File: config.mk
export PLATFORM = sky130hd
export DESIGN_NAME = apb_slave_regbank
export DESIGN_NICKNAME = d
export VERILOG_FILES = /design/src/rtl/apb_pkg.sv /design/src/rtl/apb_regfile.sv /design/src/rtl/apb_slave_regbank.sv
export SDC_FILE = /design/constraint.sdc
export NUM_CORES = 1
export LEC_CHECK = 0
export CAP_MARGIN = 20
export CELL_PAD_IN_SITES_DETAIL_PLACEMENT = 2
export CELL_PAD_IN_SITES_GLOBAL_PLACEMENT = 2
export CORE_MARGIN = 8
export CORE_UTILIZATION = 45
export DETAILED_ROUTE_END_ITERATION = 7
export PLACE_DENSITY = 0.95
export SLEW_MARGIN = 20
export SYNTH_ARGS = -nofsm -noshare
export SYNTH_HDL_FRONTEND = slang
export SYNTH_SLANG_ARGS = --single-unit
File: constraint.sdc
create_clock -name hclk -period 5.1 [get_ports hclk]
set_input_delay 1.02 -clock hclk [delete_from_list [all_inputs] [get_ports hclk]]
set_output_delay 1.02 -clock hclk [all_outputs]
set_load 0.02 [all_outputs]
File: src/rtl/apb_pkg.sv
// Shared APB definitions for the bridge side and the responder side.
// Holds bus widths, the responder FSM state encodings (shared with
// APB_Controller) and a byte-lane merge helper used by the register file.
package apb_pkg;

  localparam int APB_AW = 32;
  localparam int APB_DW = 32;
  localparam int STRB_W = 4;

  // Responder FSM encodings. These are plain constants so that older tools
  // and the controller side can use the same values.
  localparam int ST_W = 2;
  localparam logic [ST_W-1:0] ST_IDLE   = 2'd0;
  localparam logic [ST_W-1:0] ST_WAIT   = 2'd1;
  localparam logic [ST_W-1:0] ST_ACCESS = 2'd2;

  // Replace only the byte lanes whose strobe bit is set.
  function automatic logic [APB_DW-1:0] strb_merge(input logic [APB_DW-1:0] old_w,
                                                   input logic [APB_DW-1:0] new_w,
                                                   input logic [STRB_W-1:0] strb);
    logic [APB_DW-1:0] r;
    r = old_w;
    for (int i = 0; i < STRB_W; i++) begin
      if (strb[i]) r[8*i +: 8] = new_w[8*i +: 8];
    end
    return r;
  endfunction

endpackage

File: src/rtl/apb_regfile.sv
// DEPTH x 32-bit register storage for apb_slave_regbank.
// Ports:
//   clk_i    clock
//   rst_i    synchronous active-high reset; clears every word
//   we_i     write enable, with widx_i / wdata_i / wstrb_i (byte strobes)
//   re_i     read enable for the registered read port, index ridx_i
//   rdata_o  registered read data; 0 in any cycle following re_i=0
// Word 0 reads back as ID_VALUE regardless of what its storage holds.
module apb_regfile
  import apb_pkg::*;
#(
  parameter int          DEPTH    = 16,
  parameter logic [31:0] ID_VALUE = 32'hA9B0_0001
) (
  input  logic                     clk_i,
  input  logic                     rst_i,
  input  logic                     we_i,
  input  logic [$clog2(DEPTH)-1:0] widx_i,
  input  logic [APB_DW-1:0]        wdata_i,
  input  logic [STRB_W-1:0]        wstrb_i,
  input  logic                     re_i,
  input  logic [$clog2(DEPTH)-1:0] ridx_i,
  output logic [APB_DW-1:0]        rdata_o
);

  logic [APB_DW-1:0] mem_q [DEPTH];
  logic [APB_DW-1:0] rdata_q;

  always_ff @(posedge clk_i) begin
    if (rst_i) begin
      for (int i = 0; i < DEPTH; i++) mem_q[i] <= '0;
    end else if (we_i) begin
      mem_q[widx_i] <= strb_merge(mem_q[widx_i], wdata_i, wstrb_i);
    end
  end

  // The read flop doubles as the prdata output flop, so it returns to zero
  // whenever no read is being presented.
  always_ff @(posedge clk_i) begin
    if (rst_i || !re_i) begin
      rdata_q <= '0;
    end else if (ridx_i == '0) begin
      rdata_q <= ID_VALUE;
    end else begin
      rdata_q <= mem_q[ridx_i];
    end
  end

  assign rdata_o = rdata_q;

endmodule

File: src/rtl/apb_slave_regbank.sv
// APB responder holding DEPTH 32-bit registers in a window at BASE_ADDR.
// Inserts WAIT_STATES cycles of pready low per access and reports bad
// accesses (outside the window, misaligned, or a write to read-only word 0)
// on pslverr.
// Ports:
//   hclk, hreset               clock, synchronous active-high reset
//   psel, penable, pwrite      APB control from the bridge
//   paddr, pwdata, pstrb       APB address / write data / byte strobes
//   prdata, pready, pslverr    APB response, all driven straight from flops
//   dbg_state                  current FSM state (ST_* encodings)
// Handshake: an access begins on a setup cycle (psel=1, penable=0) seen in
// IDLE or ACCESS; the address/data/strobes are captured then and never
// re-sampled. The access completes in the single cycle where pready=1, and
// prdata/pslverr are meaningful only in that cycle.
module apb_slave_regbank
  import apb_pkg::*;
#(
  parameter int          DEPTH       = 16,
  parameter logic [31:0] BASE_ADDR   = 32'h8000_0000,
  parameter int          WAIT_STATES = 0,
  parameter logic [31:0] ID_VALUE    = 32'hA9B0_0001
) (
  input  logic              hclk,
  input  logic              hreset,
  input  logic              psel,
  input  logic              penable,
  input  logic              pwrite,
  input  logic [APB_AW-1:0] paddr,
  input  logic [APB_DW-1:0] pwdata,
  input  logic [STRB_W-1:0] pstrb,
  output logic [APB_DW-1:0] prdata,
  output logic              pready,
  output logic              pslverr,
  output logic [ST_W-1:0]   dbg_state
);

  localparam int              IDX_W     = $clog2(DEPTH);
  localparam logic [31:0]     WIN_BYTES = 32'(DEPTH * 4);
  localparam logic [3:0]      CNT_INIT  = (WAIT_STATES == 0) ? 4'd0 : 4'(WAIT_STATES - 1);
  localparam logic [ST_W-1:0] ST_AFTER_SETUP = (WAIT_STATES == 0) ? ST_ACCESS : ST_WAIT;

  logic [ST_W-1:0]   state_q, state_d;
  logic [3:0]        cnt_q, cnt_d;
  logic [IDX_W-1:0]  idx_q;
  logic              write_q, err_q;
  logic [APB_DW-1:0] wdata_q;
  logic [STRB_W-1:0] strb_q;
  logic              pready_q, pslverr_q;

  logic              setup;
  logic [31:0]       offset;
  logic              err_now;
  logic [IDX_W-1:0]  idx_now;
  logic              enter_access;
  logic              acc_err, acc_write;
  logic [IDX_W-1:0]  acc_idx;
  logic              rd_en, wr_en;

  assign setup   = psel && !penable && (state_q == ST_IDLE || state_q == ST_ACCESS);
  // Unsigned wrap makes addresses below the base land far outside the window.
  assign offset  = paddr - BASE_ADDR;
  assign idx_now = paddr[2 +: IDX_W];
  assign err_now = (offset >= WIN_BYTES) || (paddr[1:0] != 2'b00) ||
                   (pwrite && idx_now == '0);

  always_comb begin
    state_d = state_q;
    cnt_d   = cnt_q;
    case (state_q)
      ST_IDLE: begin
        if (setup) begin
          state_d = ST_AFTER_SETUP;
          cnt_d   = CNT_INIT;
        end
      end
      ST_WAIT: begin
        if (!psel)            state_d = ST_IDLE;
        else if (cnt_q == '0) state_d = ST_ACCESS;
        else                  cnt_d   = cnt_q - 4'd1;
      end
      ST_ACCESS: begin
        if (setup) begin
          state_d = ST_AFTER_SETUP;
          cnt_d   = CNT_INIT;
        end else begin
          state_d = ST_IDLE;
        end
      end
      default: state_d = ST_IDLE;
    endcase
  end

  // With zero wait states ACCESS is entered straight from the setup edge,
  // before the capture flops hold the new access, so use the live bus there.
  assign enter_access = (state_d == ST_ACCESS);
  assign acc_err      = setup ? err_now : err_q;
  assign acc_write    = setup ? pwrite  : write_q;
  assign acc_idx      = setup ? idx_now : idx_q;
  assign rd_en        = enter_access && !acc_write && !acc_err;
  // Commit on the edge that ends ACCESS; hreset clears storage that edge anyway.
  assign wr_en        = (state_q == ST_ACCESS) && write_q && !err_q;

  always_ff @(posedge hclk) begin
    if (hreset) begin
      state_q   <= ST_IDLE;
      cnt_q     <= '0;
      idx_q     <= '0;
      write_q   <= 1'b0;
      err_q     <= 1'b0;
      wdata_q   <= '0;
      strb_q    <= '0;
      pready_q  <= 1'b0;
      pslverr_q <= 1'b0;
    end else begin
      state_q   <= state_d;
      cnt_q     <= cnt_d;
      pready_q  <= enter_access;
      pslverr_q <= enter_access && acc_err;
      if (setup) begin
        idx_q   <= idx_now;
        write_q <= pwrite;
        err_q   <= err_now;
        wdata_q <= pwdata;
        strb_q  <= pstrb;
      end
    end
  end

  apb_regfile #(
    .DEPTH    (DEPTH),
    .ID_VALUE (ID_VALUE)
  ) u_regfile (
    .clk_i   (hclk),
    .rst_i   (hreset),
    .we_i    (wr_en),
    .widx_i  (idx_q),
    .wdata_i (wdata_q),
    .wstrb_i (strb_q),
    .re_i    (rd_en),
    .ridx_i  (acc_idx),
    .rdata_o (prdata)
  );

  assign pready    = pready_q;
  assign pslverr   = pslverr_q;
  assign dbg_state = state_q;

endmodule

==> impl_metrics.csv <==
group,metric,value,unit
yosys,synth.avg_cell_area,11.5,um^2
finish,final_nets,2455,
yosys,synthFlopType,"edfxtp_1",
timing,finalCritPeriodShare,87.5,%
place,routabilityCongestion,0.883,
worst_setup_path,crit_required,5640,ps
place,dp_hpwl,71400,um
floorplan,die_w,257,um
worst_setup_path,critPathMaxFanout,40,
routing,drtAntennaViolNets,0,
hold_path,min_path_type,"reg -> reg",
floorplan,fp.dieH,257,um
routing,wl_per_cell,38.0,um
cts,cts_tree,"yes",
routing,drtIter0Drc,2545,
floorplan,ioPinCount,109,
worst_setup_path,r2r_cells,9,
yosys,yosysTopAreaCell,"edfxtp_1",
yosys,synth_seq_cells,586,
flow_run,drv_cap,0,
timing,fmax,0.224,GHz
finish,stdcell_area,30400,um^2
worst_setup_path,regToRegEndpoint,"u_regfile.rdata_o[11]",
worst_setup_path,r2r_slack,1110,ps
worst_setup_path,crit_top_cell,"buf_4",
yosys,synth_top_cell_area_share,57.8,%
routing,vias,21300,
global_routing,grt_max_degree,130,
cts,cts.repair.resized,0,
worst_setup_path,path_class,"in -> reg",
yosys,syn_nets,2346,
power,vdd_drop_max,0.333,mV
worst_setup_path,cp.arrival,5000,ps
worst_setup_path,cp_slowest_cell,"nor3b_4",
yosys,synthTopCellsByArea,"edfxtp_1 (58%), and2_1 (11%), dfxtp_1 (6.3%)",
timing,fin_tns_setup,0,ps
global_routing,grtUsageTotal,35.8,%
cts,cts_setup_buffers,0,
timing,setup_viol_count_final,0,
place,dpl_cell_area,28400,um^2
finish,mostFrequentLayoutCells,"edfxtp_1 (504), and2_1 (481), nand2_1 (354)",
hold_path,min_path_cells,2,
yosys,yosysSeqAreaShare,64.1,%
worst_setup_path,reg2reg_from,"dbg_state[0]",
finish,area_growth,16.2,%
yosys,ys_warn_count,0,
yosys,ys_async_sr_fraction,0,%
yosys,syn_inst,2271,
power,cellLeakagePower,10.9,nW
cts,clk_pin_slew,70,ps
routing,drc,0,
timing,period_needed,4460,ps
global_routing,overflow,0,
routing,via_per_inst,6.66,
cts,clockBufferDepth,3,
routing,drt-pass1-iter-count,8,
timing,hold_violations,0,
worst_setup_path,crit_path_max_incr_delay,650,ps
worst_setup_path,path_buf_inv,4,
cts,clockRootBuffer,"clkbuf_16",
floorplan,initial_core_util,45.4,%
finish,final_common_cell,"edfxtp_1",
power,cellPowerDensity,368,nW/um^2
floorplan,coreArea,57600,um^2
global_routing,antenna_found_initial,6,
global_routing,grt_pass1_vias,22900,
place,dpl_worst_slack,478,ps
finish,drive_gt1_share,10.9,%
cts,clock_sinks,586,
place,dp.cells,3082,
cts,clock_latency,670,ps
worst_setup_path,cpLargestDelayFamily,"buffers and inverters",
hold_path,hp-start,"write_q",
yosys,synth-edff-count,504,
timing,setup_slack,640,ps
timing,slew_headroom,24.4,%
cts,numCtsBuffers,61,
timing,drv_slew,0,
routing,routed_wl,122000,um
timing,finClkSkew,38.5,ps
timing,rsz0062_at_grt,"no",
worst_setup_path,endpoint_kind,"flop",
yosys,synth_area,26200,um^2
global_routing,grt_pass1_wl,175000,um
run_status,status,"completed",
floorplan,die_area,66100,um^2
worst_setup_path,start_kind,"primary input",
timing,worst_pin_slew,1130,ps
floorplan,rows,88,
worst_setup_path,worstSetupStartpoint,"psel",
yosys,yosys.cell_types.count,51,
finish,fin_cells,3200,
cts,htree_levels,2,
place,io_buffer_count,108,
cts,cts_hold_buf,0,
worst_setup_path,crit_path_cell_trace,"clkdlybuf4s50_1 > nor3b_4 > buf_4 > mux2i_4 > buf_4 > buf_4 > nand2_1 > a221oi_1 > nor2_1 > o21ai_0",
hold_path,holdPathEnd,"write_q",
-- power breakdown --
group | internal [mW] | switching, mW
sequential | 5.34 | 0.181
combinational | 0.247 | 0.616
clock | 2.63 | 2.16
total | 8.22 | 2.96
-- flip-flops by register name, summed over array words and instances, names as in the netlist --
name and flops:
u_regfile.mem_q 504, u_regfile.rdata_o 32, wdata_q 32, cnt_q 4
idx_q 4, strb_q 4, dbg_state 2, err_q 1
pready 1, pslverr 1, write_q 1
-- logic make-up after synthesis --
kind of cell	Yosys count	synth area share [%]
muxes	74	2.86
adders and majority gates	2	0.0956
and+or+nand+nor	1154	23.0
xor gates and xnor gates	2	0.0669
buffers and inverters	158	2.49
DFF	586	64.1
AOI/OAI and AO/OA	295	7.37
-- through the flow --
step / util (%) / total power [mW] / hold slack, ps
after floorplan: - / 5.94 / 446
after global placement: 49.3 / 6.26 / 458
after detailed placement: 49.3 / 6.38 / 546
after CTS: 52.8 / 11.1 / 537
after global routing: 52.8 / 11.3 / 545
final: 52.8 / 11.2 / 540
-- worst reg2reg max path: stages (launching register included) --
cell,delay (ps)
dfxtp_1,420
nor3b_4,670
buf_4,310
mux2i_4,280
buf_4,400
buf_4,530
nand2_1,200
a221oi_1,630
nor2_1,120
o21ai_0,310
-- metal layers --
metal	track usage, %	share of wire (%)
met5	0	0.039
met4	18.6	6.1
met3	8.56	9.7
met2	59.7	48
met1	42.8	36
-- cells in the mapped netlist (9+ instances only) --
cell and instances:
a21oi_1 142, a221oi_1 50, a32oi_1 34, and2_1 481, and3_1 26, buf_1 15, buf_2 29, clkbuf_1 104
dfxtp_1 82, edfxtp_1 504, mux2i_1 67, nand2_1 354, nand3_1 56, nand4_1 25, nor2_1 105, nor2b_1 9
nor3_1 9, nor4_1 11, o21ai_0 16, o21ai_1 11, o221ai_1 14, or2_2 61
-- worst max-delay path by stage --
stage,to,depth (start not counted)
after floorplan,u_regfile.rdata_o[29],8
after global placement,u_regfile.rdata_o[0],8
after detailed placement,u_regfile.rdata_o[4],8
after CTS,u_regfile.rdata_o[11],10
after global routing,u_regfile.rdata_o[11],10
final,u_regfile.rdata_o[11],10
-- cell type report --
class,count,area [um^2]
well taps,765,957
fillers,5446,27200
clock buffers,86,1740
diodes,3,7.51
inverters,5,18.8
flip-flops and latches,586,16800
multi-input cells,1527,8840
repair buffers,199,1790
clock inverters,29,282
Note: power is estimated with default switching activity, not from simulation.
